[config.mk]
export PLATFORM = sky130hd
export DESIGN_NAME = ram_sp_clr_sync_read
export DESIGN_NICKNAME = d
export VERILOG_FILES = /design/src/rtl/ram_sp_clr_sync_read.sv
export SDC_FILE = /design/constraint.sdc
export NUM_CORES = 1
export LEC_CHECK = 0
export ABC_AREA = 1
export CAP_MARGIN = 20
export CELL_PAD_IN_SITES_DETAIL_PLACEMENT = 0
export CELL_PAD_IN_SITES_GLOBAL_PLACEMENT = 1
export CORE_ASPECT_RATIO = 0.7
export CORE_UTILIZATION = 33
export DETAILED_ROUTE_END_ITERATION = 12
export DONT_BUFFER_PORTS = 1
export PLACE_DENSITY = 0.64
export SYNTH_ARGS = -nofsm -noshare
export SYNTH_HDL_FRONTEND = slang
export SYNTH_SLANG_ARGS = --single-unit
[constraint.sdc]
create_clock -name clk -period 1.8 [get_ports clk]
set_input_delay 0.09 -clock clk [delete_from_list [all_inputs] [get_ports clk]]
set_output_delay 0.09 -clock clk [all_outputs]
set_load 0.01 [all_outputs]
[src/rtl/ram_sp_clr_sync_read.sv]
// Single-port RAM with a self-clearing sweep engine and a selectable read path:
// combinational (READ_LATENCY=0) or registered with a valid pulse (READ_LATENCY=1).
module ram_sp_clr_sync_read #(
  parameter int unsigned           DATA_WIDTH   = 8,
  parameter int unsigned           ADDR_WIDTH   = 4,
  parameter int unsigned           READ_LATENCY = 1,
  parameter bit                    WRITE_FIRST  = 1'b1,
  parameter logic [DATA_WIDTH-1:0] INIT_VALUE   = '0
) (
  input  logic                  clk,
  input  logic                  reset,
  input  logic [DATA_WIDTH-1:0] data_in,
  input  logic [ADDR_WIDTH-1:0] address,
  input  logic                  write_en,
  input  logic                  read_en,
  input  logic                  clear,
  output logic                  busy,
  output logic [DATA_WIDTH-1:0] data_out,
  output logic                  data_valid
);

  localparam int unsigned DEPTH = 2 ** ADDR_WIDTH;

  typedef enum logic {
    CLEAR,
    READY
  } state_e;

  state_e                state_q, state_d;
  logic [ADDR_WIDTH-1:0] clr_addr_q, clr_addr_d;
  logic [DATA_WIDTH-1:0] mem [DEPTH];

  logic                  mem_we;
  logic [ADDR_WIDTH-1:0] mem_waddr;
  logic [DATA_WIDTH-1:0] mem_wdata;

  // NOTE: every signal gets a default before the case so no path leaves it unassigned (no latches).
  always_comb begin
    state_d    = state_q;
    clr_addr_d = clr_addr_q;
    mem_we     = 1'b0;
    mem_waddr  = address;
    mem_wdata  = data_in;
    case (state_q)
      CLEAR: begin
        mem_we     = 1'b1;
        mem_waddr  = clr_addr_q;
        mem_wdata  = INIT_VALUE;
        clr_addr_d = clr_addr_q + 1'b1;
        if (&clr_addr_q) state_d = READY;
      end
      READY: begin
        if (clear) begin
          state_d    = CLEAR;
          clr_addr_d = '0;
        end else begin
          mem_we = write_en;
        end
      end
    endcase
  end

  // NOTE: sequential state uses non-blocking assignments so every flop samples pre-edge values.
  always_ff @(posedge clk or posedge reset) begin
    if (reset) begin
      state_q    <= CLEAR;
      clr_addr_q <= '0;
    end else begin
      state_q    <= state_d;
      clr_addr_q <= clr_addr_d;
    end
  end

  // NOTE: the array is deliberately not reset; the sweep initialises it, which keeps it mappable to RAM.
  always_ff @(posedge clk) begin
    if (mem_we) mem[mem_waddr] <= mem_wdata;
  end

  assign busy = (state_q == CLEAR);

  if (READ_LATENCY == 0) begin : g_async_read
    assign data_out   = busy ? '0 : mem[address];
    assign data_valid = read_en & ~busy;
  end else begin : g_sync_read
    logic [DATA_WIDTH-1:0] dout_q, dout_d;
    logic                  valid_q, valid_d;

    // A clear in the same cycle wins over the read, so the read is only taken in READY without clear.
    always_comb begin
      dout_d  = dout_q;
      valid_d = 1'b0;
      if (state_q == READY && !clear && read_en) begin
        valid_d = 1'b1;
        dout_d  = (write_en && WRITE_FIRST) ? data_in : mem[address];
      end
    end

    always_ff @(posedge clk or posedge reset) begin
      if (reset) begin
        dout_q  <= '0;
        valid_q <= 1'b0;
      end else begin
        dout_q  <= dout_d;
        valid_q <= valid_d;
      end
    end

    assign data_out   = dout_q;
    assign data_valid = valid_q;
  end

endmodule
==> metrics.md <==
| Metric | Value |
|---|---|
| Status | complete, no violations |
| Synth Net Count | ~670 |
| Initial antenna violation count | 0 |
| Pre-CTS setup slack | -0.0695 ns |
| Count leader, synth | nand2_1 |
| H-tree levels | 4 |
| Synth top area cells | edfxtp_1 60%, nand2_1 14%, nand3_1 7.9%, dfrtp_1 5.4%, inv_1 5.2% |
| Area after DPL | ~7000 um^2 |
| Max Freq | 562 MHz |
| Pre-antenna DRT Iters | 5 |
| Reg-to-reg startpoint | state_q$_DFF_PP0_ |
| Synthesis-to-finish area growth | 17.4% |
| Most common flop cell mapped by yosys | edfxtp_1 |
| Ports | 27 |
| Syn. warnings | 0 |
| DRT Wirelength | between 15000 and 20000 um |
| Vias in the first global route | between 4000 and 5000 |
| Worst EP arrival | about 1.9 ns |
| TritonCTS clock tree | done |
| Synthesized area | 6450 um^2 |
| Slew HR | 60.7% |
| Vias after detailed routing | approximately 4500 |
| Hold crit path type | primary input to flop |
| CTS clk-pin slew, worst paths | approximately 0.07 ns |
| Critical path fanouts, max | 8 |
| Site Rows | between 40 and 50 |
| Post-synth EDFFs | 128 |
| ANT cells | 0 |
| Worst Hold Path EP | data_out[1]$_DFFE_PP0P_ |
| Peak VDD IR | 657 uV |
| Cell taking the most area after synthesis | edfxtp_1 |
| Max Cap Violations | 0 |
| Die height | 119 um |
| Final Hold Fails | 0 |
| GRT Util Overall | 18.0% |
| Final setup vio count | 0 |
| Slew Viols, Final | 0 |
| Number of remaining DRC errors | 0 |
| Most Used Layer, Global Route | met1 |
| Sink Count | between 100 and 150 |
| Distinct cells, synth | 27 |
| Starting Density | approximately 34% |
| PortBufs | 0 |
| Final nets | ~700 |
| CP Capture Type | flop |
| Overall power | ~12 mW |
| Ys async rst share | under 10% |
| Num CTS Buffers | 17 |
| PD cells | between 1500 and 2000 nW/um^2 |
| Setup slack, reg-to-reg | 0.02 ns |
| Tmin final | approximately 1.8 ns |
| Synth Instances | roughly 660 |
| Yosys reg bits | 142 |
| Leakage | approximately 3.4 nW |
| Routing usage on met3 | 3.76% |
| Hold Crit Depth | 6 |
| Startpoint types | flop |
| R2r worst-path depth | 6 |
| Mapped Avg Cell Area | between 9 and 10 um^2 |
| Core box area | 19000 um^2 |
| Final ANT Viol Nets | 0 |
| Final Cell Area | around 7600 um^2 |
| Worst slew pin tran | ~0.59 ns |
| Vias per cell | about 4.6 |
| Fillers | between 1500 and 2000 |
| DRT iter0 DRCs | 368 |
| Yosys top cell area share | around three fifths |
| Die ar. | roughly 20000 um^2 |
| Max clock buf depth | 2 |
| Worst R2R End | mem[14][7]$_DFFE_PP_ |
| RSZ-0062 raised after global routing | yes |
| Clock Latency Late Sink | 0.41 ns |
| GP Congestion | between 0.8 and 0.9 |
| DIE WIDTH | 169 um |
| Sequential area share after synthesis | between 60 and 70% |
| GR Util met1 | about 27% |
| Hold path start | data_in[1] |
| Synth cell count leaders | 246 x nand2_1, 128 x edfxtp_1, 102 x nand3_1 |
| Pin count of the biggest net entering global routing | between 60 and 70 |
| Period utilization | 98.8% |
| Post-route setup slack | 0.0217 ns |
| Placed wire-length estimate | ~11000 um |
| Root buf cell | clkbuf_16 |
| Final Skew | 0.0189 ns |
| First-pass GRT wire length | ~27000 um |
| Post-CTS Setup Bufs | 0 |
| Critical path required time | approximately 1.9 ns |
| Layout Utilization | 39.8% |
| Hold_ws | 0.00758 ns |
| Share of cells above drive strength 1 | between 10 and 15% |
| WL/cell | roughly 17 um |
| Met2 global-route usage | between 20% and 30% |
| Gr ovfl total | 0 |
| Kind of critical path | flop to flop |
metrics by stage:
| step | instances | setup TNS, ns |
|---|---|---|
| after floorplan | 655 | 0 |
| after global placement | 935 | -0.130 |
| after detailed placement | 935 | -0.555 |
| after CTS | 970 | 0 |
| after global routing | 970 | -3.04 |
| final | 970 | 0 |
worst max-delay path, stage by stage, from the launching register on:
cell	delay, ns
dfrtp_2	0.46
buf_4	0.17
a21oi_1	0.18
buf_4	0.14
nand2_1	0.17
nor2_1	0.17
buf_4	0.19
flip-flops by register name (all words and copies together), names as in the netlist:
signal / count
mem: 128
clr_addr_q: 4
state_q: 1
data_out: 8
data_valid: 1
worst max path at each step:
stage / slack, ns / cells past startpoint / startpoint / to
after floorplan: 0.07 / 6 / state_q$_DFF_PP0_ / mem[0][0]$_DFFE_PP_
after CTS: 0.02 / 6 / state_q$_DFF_PP0_ / mem[14][7]$_DFFE_PP_
after detailed placement: -0.07 / 5 / state_q$_DFF_PP0_ / mem[13][4]$_DFFE_PP_
after global placement: -0.02 / 5 / state_q$_DFF_PP0_ / mem[13][6]$_DFFE_PP_
after global routing: -0.05 / 6 / state_q$_DFF_PP0_ / mem[2][5]$_DFFE_PP_
final: 0.02 / 6 / state_q$_DFF_PP0_ / mem[14][7]$_DFFE_PP_
final cells by class:
cell class / count / area (um^2) / share of cell area, %
Clock buffer: 17 / 425 / 5.62
Clock inverter: 15 / 160 / 2.12
Multi-Input combinational cell: 391 / 1730 / 22.9
Tap cell: 264 / 330 / 4.36
Inverter: 95 / 364 / 4.81
Timing Repair Buffer: 46 / 365 / 4.83
Sequential cell: 142 / 4200 / 55.4
kinds of logic after synthesis:
logic type	Yosys count	share of synthesized area, %
simple gates	378	25.0
fa+ha+maj	1	0.194
flops	142	65.0
compound gates	11	1.22
buf+inv	122	8.42
mux	1	0.155
where the power goes:
group	leakage (nW)	internal (mW)	switching (mW)	total, mW
sequential	1.37	4.76	0.307	5.07
combinational	1.73	1.11	2.15	3.26
clock	0.276	2.06	1.49	3.55
metal layers:
layer | vias up | wire [um]
li1 | 2199 | -
met1 | 2147 | 8410
met2 | 104 | 7210
met3 | 16 | 948
met4 | 0 | 211
met5 | - | 0
cells in the final DEF, fill, tap and decap left out, drive strengths merged:
cell         instances
nand4                1
nor2                23
o21a                 2
clkbuf              17
bufinv               2
inv                100
dlygate4sd3          3
o21ai                5
buf                 43
edfxtp             128
ha                   1
clkinvlp             3
clkinv               5
mux2i                1
dfrtp               14
a21oi                4
nand2              249
nand3              105
timing repair:
action,4_1_cts,5_1_grt
endpoints found under the setup margin,28,120
endpoints found under the hold margin,28,0
hold buffers,3,0
gates resized for setup,2,3
cloned,0,0
pin swaps,0,1
(Power assumes the default switching activity.)
